<file path="src/rtl/act_dram_compressor.sv">
// Zero-skipping compressor feeding the activation RAM: dense DRAM beats in, LANES-wide sparse packets out.
// Optional macro DENSE_BYPASS_EN adds a dense_mode port that emits every element uncompressed.
module act_dram_compressor #(
  parameter int unsigned DATA_W = 16,
  parameter int unsigned LANES  = 4,
  parameter int unsigned IDX_W  = 4,
  parameter int unsigned CH_W   = 6,
  parameter int unsigned CNT_W  = 10
) (
  input  logic                    clk,
  input  logic                    rst,
  input  logic                    in_valid,
  output logic                    in_ready,
  input  logic [LANES*DATA_W-1:0] in_data,
  input  logic [CH_W-1:0]         in_channel,
  input  logic                    in_last,
`ifdef DENSE_BYPASS_EN
  input  logic                    dense_mode,
`endif
  output logic                    out_valid,
  input  logic                    out_ready,
  output logic [LANES*DATA_W-1:0] out_data,
  output logic [LANES*IDX_W-1:0]  out_indices,
  output logic [LANES-1:0]        out_lane_valid,
  output logic [CH_W-1:0]         out_channel,
  output logic                    out_last,
  output logic [CNT_W-1:0]        ch_count,
  output logic                    ch_count_valid
);

  localparam int unsigned DEPTH = 2 * LANES;
  localparam int unsigned SC_W  = $clog2(DEPTH + 1);
  localparam int unsigned SP_W  = $clog2(DEPTH);
  localparam int unsigned NC_W  = $clog2(LANES + 1);
  localparam logic [IDX_W-1:0] MAX_RUN = '1;
  localparam logic [CNT_W-1:0] CNT_MAX = '1;

  typedef enum logic [1:0] {ACCEPT, FLUSH, DONE} state_t;

  state_t              state;
  logic [DATA_W-1:0]   stg_val [DEPTH];
  logic [IDX_W-1:0]    stg_idx [DEPTH];
  logic [SC_W-1:0]     stg_cnt;
  logic [IDX_W-1:0]    zrun;
  logic [CNT_W-1:0]    ent_cnt;
  logic                first;
  logic [CH_W-1:0]     ch_tag;
  logic                dense_cur;

  logic                out_free, accept, pop_full, pop_last;
  logic [DATA_W-1:0]   nv [DEPTH];
  logic [IDX_W-1:0]    ni [DEPTH];
  logic [SC_W-1:0]     wr;
  logic [NC_W-1:0]     n_emit;
  logic [IDX_W-1:0]    z;
  logic [DATA_W-1:0]   x;
  logic [CNT_W:0]      ent_sum;
  logic [LANES-1:0]    ld_mask;
  logic [LANES*DATA_W-1:0] ld_data;
  logic [LANES*IDX_W-1:0]  ld_idx;

`ifdef DENSE_BYPASS_EN
  logic dense_q;
  assign dense_cur = first ? dense_mode : dense_q;
`else
  assign dense_cur = 1'b0;
`endif

  assign in_ready = !rst && (state == ACCEPT) && (stg_cnt <= SC_W'(LANES));

  // Staging update: pop LANES from the head, then append this beat's compressed entries.
  always_comb begin
    out_free = !out_valid || out_ready;
    accept   = in_valid && in_ready;
    pop_full = out_free && (((state == ACCEPT) && (stg_cnt >= SC_W'(LANES))) ||
                            ((state == FLUSH)  && (stg_cnt >  SC_W'(LANES))));
    pop_last = out_free && (state == FLUSH) && (stg_cnt <= SC_W'(LANES));
    for (int j = 0; j < DEPTH; j++) begin
      nv[j] = stg_val[j];
      ni[j] = stg_idx[j];
    end
    wr = stg_cnt;
    if (pop_full) begin
      for (int j = 0; j < LANES; j++) begin
        nv[j]         = stg_val[j+LANES];
        ni[j]         = stg_idx[j+LANES];
        nv[j+LANES]   = '0;
        ni[j+LANES]   = '0;
      end
      wr = stg_cnt - SC_W'(LANES);
    end
    if (pop_last) wr = '0;
    z      = zrun;
    n_emit = '0;
    x      = '0;
    if (accept) begin
      for (int i = 0; i < LANES; i++) begin
        x = in_data[i*DATA_W +: DATA_W];
        if (dense_cur || (x != '0) || (z == MAX_RUN)) begin
          nv[SP_W'(wr)] = x;
          ni[SP_W'(wr)] = dense_cur ? '0 : z;
          wr     = wr + SC_W'(1);
          n_emit = n_emit + NC_W'(1);
          z      = '0;
        end else begin
          z = z + IDX_W'(1);
        end
      end
    end
    ent_sum = {1'b0, ent_cnt} + (CNT_W+1)'(n_emit);
    for (int i = 0; i < LANES; i++) begin
      ld_mask[i] = pop_full || (SC_W'(i) < stg_cnt);
      ld_data[i*DATA_W +: DATA_W] = ld_mask[i] ? stg_val[i] : '0;
      ld_idx[i*IDX_W +: IDX_W]    = ld_mask[i] ? stg_idx[i] : '0;
    end
  end

  always_ff @(posedge clk) begin
    if (rst) begin
      state          <= ACCEPT;
      stg_cnt        <= '0;
      zrun           <= '0;
      ent_cnt        <= '0;
      first          <= 1'b1;
      ch_tag         <= '0;
      out_valid      <= 1'b0;
      out_last       <= 1'b0;
      out_data       <= '0;
      out_indices    <= '0;
      out_lane_valid <= '0;
      out_channel    <= '0;
      ch_count       <= '0;
      ch_count_valid <= 1'b0;
      for (int j = 0; j < DEPTH; j++) begin
        stg_val[j] <= '0;
        stg_idx[j] <= '0;
      end
`ifdef DENSE_BYPASS_EN
      dense_q        <= 1'b0;
`endif
    end else begin
      ch_count_valid <= 1'b0;
      stg_cnt        <= wr;
      zrun           <= (accept && in_last) ? '0 : z;
      for (int j = 0; j < DEPTH; j++) begin
        stg_val[j] <= nv[j];
        stg_idx[j] <= ni[j];
      end
      if (out_valid && out_ready) out_valid <= 1'b0;
      if (accept) begin
        if (first) begin
          ch_tag  <= in_channel;
`ifdef DENSE_BYPASS_EN
          dense_q <= dense_mode;
`endif
        end
        first   <= 1'b0;
        ent_cnt <= ent_sum[CNT_W] ? CNT_MAX : ent_sum[CNT_W-1:0];
        if (in_last) state <= FLUSH;
      end
      if (pop_full || pop_last) begin
        out_valid      <= 1'b1;
        out_last       <= pop_last;
        out_channel    <= ch_tag;
        out_data       <= ld_data;
        out_indices    <= ld_idx;
        out_lane_valid <= ld_mask;
        if (pop_last) state <= DONE;
      end
      // Final packet taken downstream: report the channel and rearm for the next one.
      if ((state == DONE) && out_valid && out_ready) begin
        ch_count_valid <= 1'b1;
        ch_count       <= ent_cnt;
        ent_cnt        <= '0;
        zrun           <= '0;
        first          <= 1'b1;
        state          <= ACCEPT;
      end
    end
  end

endmodule

</file>
<file path="config.mk">
export PLATFORM = sky130hd
export DESIGN_NAME = act_dram_compressor
export DESIGN_NICKNAME = d
export VERILOG_FILES = /design/src/rtl/act_dram_compressor.sv
export SDC_FILE = /design/constraint.sdc
export NUM_CORES = 1
export LEC_CHECK = 0
export ABC_CLOCK_PERIOD_IN_PS = 7800
export BUFFER_PORTS_ARGS = -buffer_cell sky130_fd_sc_hd__clkbuf_2
export CORE_UTILIZATION = 50
export DETAILED_ROUTE_END_ITERATION = 10
export PLACE_DENSITY_LB_ADDON = 0.3
export SLEW_MARGIN = 30
export SYNTH_ARGS = -nofsm -noshare
export SYNTH_HDL_FRONTEND = slang
export SYNTH_SLANG_ARGS = --single-unit
</file>
<file path="constraint.sdc">
create_clock -name clk -period 7.8 [get_ports clk]
set_input_delay 0.78 -clock clk [delete_from_list [all_inputs] [get_ports clk]]
set_output_delay 0.78 -clock clk [all_outputs]
set_load 0.02 [all_outputs]
</file>
==> impl_metrics.ini <==
[run]
max_cap_viol_count = 0

[timing]
skew_ps = 35.3
whs_ps = 453
rsz0062_at_grt = false
tightest_slew_ps = 1060
slew_headroom_pct = 29.0
tns_ps = 0
hold_viol = 0
period_minus_slack_ps = 7210
fmax_mhz = 139
setup_viol = 0
slew_viol_final = 0
post-route-period-util_pct = 92.5

[synthesis]
postSynthAreaPerCell_sq_um = 7.59
synth.distinct_cells = 91
postSynthCellCount = 2600
synth-edff-count = 0
synthesis.area_sq_mm = 0.0197
synth_top_family_by_area = compound AO/OA/AOI/OAI gates
async_flop_share_pct = 0
yosysWarnings = 0
yosys.area_share.simple_pct = 22.3
synth_compound_area_share_pct = 31.4
synthAdderAreaFrac_pct = 1.18
synth_flop_cell = dfxtp_1
synthMuxAreaShare_pct = 7.10
yosysSeqAreaShare_pct = 29.4
synth_nets = 2693
ys_ff_latch = 290
synth_xor_area_share_pct = 1.29

[grt]
grt_start_max_net_pins = 184
antenna_found_initial = 4
grt_pass1_wl_microns = 134000
grt_overflow = 0
grtUsageTotal_pct = 42.8
grt_pass1_vias = 21800

[floorplan]
rows = 72
coreArea_sq_mm = 0.0387
dieWidth_microns = 201
pin_count = 179
start_util_pct = 50.9
die_area_sq_mm = 0.0403
die_h_microns = 201

[layout]
layout-drive-gt1-share_pct = 14.8
fin_util_pct = 57.4
final_cell_mix = nand2_1, dfxtp_1, nor2_1
design_area_sq_mm = 0.0222
final_common_cell = nand2_1
n_fill_cell = 3589
nets = 2691
area_growth_pct = 12.7

[cts]
cts-resized-gates = 0
clk_latency_ps = 570
root_buffer = clkbuf_16
hold_buffers = 0
clock_path_buffers = 3
tritoncts = yes
clk_pin_slew_ps = 60
numCtsBuffers = 35
numClockSinks = 290
cts_setup_buffers = 0
h-tree-depth = 2

[power]
pwr-share-clk_pct = 22.3
p_int_mw = 4.32
p_sw_mw = 3.60
pwr-share-seq_pct = 26.0
ir_worst_vdd_mv = 0.224
sw_frac_of_total_pct = 45.5
power.leakage_nw = 8.74
combPwrFrac_pct = 51.7
power_per_cell_area_mw_per_mm2 = 356

[place]
dpl.hpwl_microns = 55900
post_dp_cell_area_sq_mm = 0.0210
io_buffers = 178
gp_congestion = 1.01

[critical_path]
start_kind = register
cp_slowest_cell = dfxtp_1
arrival_ps = 7650
cp_common_cell = ha_1
reg2reg_slack_ps = 590
timing.rr.end = ent_cnt[8]$_SDFFE_PP0P_
endpoint_kind = register
worstSetupPathType = reg -> reg
crit_fanout = 11
max_stage_delay_ps = 700
rr_startpoint = zrun[1]$_SDFFE_PP0P_
cp_data_required_time_ps = 8240
r2r_cells = 28

[route]
first_pass_iters = 6
vias = 23300
drtIter0Drc = 3602
wire_per_inst_microns = 28.3
ant_nets = 0
drc_errors = 0
via_per_inst = 7.42
wirelength_microns = 88900

[worst_hold_path]
worst_hold_path_type = reg -> reg
min-delay-start = out_channel[5]$_SDFFE_PP0N_
min_path_cells = 2
min_to = out_channel[5]$_SDFFE_PP0N_

[run_status]
outcome = completed
==> worst max-delay path by stage <==
stage / end / startpoint / cells past startpoint
floorplan: ent_cnt[8]$_SDFFE_PP0P_ / in_data[0] / 32
global placement: ent_cnt[8]$_SDFFE_PP0P_ / in_data[11] / 29
detailed placement: ent_cnt[8]$_SDFFE_PP0P_ / in_data[11] / 29
CTS: ent_cnt[8]$_SDFFE_PP0P_ / zrun[1]$_SDFFE_PP0P_ / 28
global route: ent_cnt[8]$_SDFFE_PP0P_ / zrun[1]$_SDFFE_PP0P_ / 28
finish: ent_cnt[8]$_SDFFE_PP0P_ / zrun[1]$_SDFFE_PP0P_ / 28
==> cell type report <==
cell class,count,area [sq um],share of cell area (%)
Clock buffer,50,1040,4.70
Timing Repair Buffer,254,1550,6.99
Inverter,71,267,1.20
Sequential cell,290,5810,26.1
Antenna cell,1,2.50,0.0113
Clock inverter,12,171,0.771
Multi-Input combinational cell,1946,12700,57.3
Tap cell,518,648,2.92
==> kinds of logic after synthesis <==
logic type / Yosys count
AOI/OAI and AO/OA: 805
xor gates and xnor gates: 24
DFF: 290
muxes: 139
and+or+nand+nor: 960
adders and majority gates: 18
buffers and inverters: 364
==> routing by layer <==
layer / vias up / share of wire [%] / global-route usage (%) / wire length, microns
met1: 11000 / 36 / 52.3 / 32100
met4: 6 / 8.7 / 31.9 / 7740
li1: 9860 / - / - / -
met5: - / 0.057 / 0 / 51
met2: 1920 / 43 / 65.3 / 38400
met3: 508 / 12 / 10.3 / 10600
==> metrics by stage <==
| stage | power, mW | instances | worst slack, ps |
|---|---|---|---|
| floorplan | 4.81 | 2600 | 1500 |
| global placement | 5.87 | 3074 | 715 |
| detailed placement | 5.99 | 3078 | 507 |
| CTS | 7.74 | 3140 | 728 |
| global route | 8.26 | 3141 | 185 |
| finish | 7.92 | 3142 | 587 |
==> cell usage after synthesis, types with 5 or more instances <==
| library cell | number | area [sq um] |
|---|---|---|
| nand2_1 | 375 | 1410 |
| dfxtp_1 | 290 | 5810 |
| clkbuf_1 | 223 | 837 |
| nor2_1 | 214 | 803 |
| o221ai_1 | 166 | 1450 |
| nand3_1 | 139 | 696 |
| mux2i_1 | 131 | 1310 |
| o21ai_0 | 94 | 470 |
| a22oi_1 | 80 | 601 |
| a311oi_1 | 70 | 613 |
| a21oi_1 | 66 | 330 |
| a221oi_1 | 66 | 578 |
| inv_1 | 63 | 236 |
| nor3_1 | 54 | 270 |
| or3_1 | 51 | 319 |
| a31oi_1 | 45 | 282 |
| o22ai_1 | 43 | 269 |
| and2_1 | 38 | 238 |
| a32o_1 | 37 | 370 |
| buf_2 | 37 | 185 |
| a211oi_1 | 34 | 255 |
| buf_1 | 27 | 101 |
| and3_1 | 22 | 138 |
| nor4_1 | 18 | 113 |
| ha_1 | 17 | 213 |
| a311o_1 | 16 | 160 |
| xnor2_1 | 14 | 123 |
| o21ai_1 | 13 | 65.1 |
| o31ai_1 | 12 | 90.1 |
| a211o_1 | 11 | 96.3 |
| mux2_2 | 8 | 90.1 |
| nand4_1 | 8 | 50.1 |
| a32oi_1 | 7 | 61.3 |
| inv_2 | 7 | 26.3 |
| nor4_2 | 6 | 75.1 |
| xor2_1 | 6 | 52.6 |
| buf_4 | 5 | 37.5 |
| o311a_1 | 5 | 50.1 |
==> power by group through the flow <==
stage	combinational [mW]	sequential, mW	clock [mW]
6_report	4.10	2.06	1.77
3_3_place_gp	3.80	2.06	0
3_5_place_dp	3.92	2.07	0
5_1_grt	4.34	2.07	1.84
4_1_cts	3.94	2.04	1.77
2_1_floorplan	2.77	2.04	0
==> state kept, by name (all words and copies together) (netlist names) <==
register,count
out_lane_valid,4
out_data,64
ent_cnt,10
ch_count_valid,1
out_channel,6
out_valid,1
out_indices,16
first,1
stg_idx,32
state,2
stg_val,128
stg_cnt,4
ch_tag,6
out_last,1
zrun,4
ch_count,10
==> critical path: cells and delay by family, from the launching register on <==
family	cells	cell delay [ps]
compound gates	5	1190
buf+inv	4	710
fa+ha+maj	6	1940
simple gates	12	2360
xor+xnor	1	170
flops	1	700
Note: power is estimated with default switching activity, not from simulation.
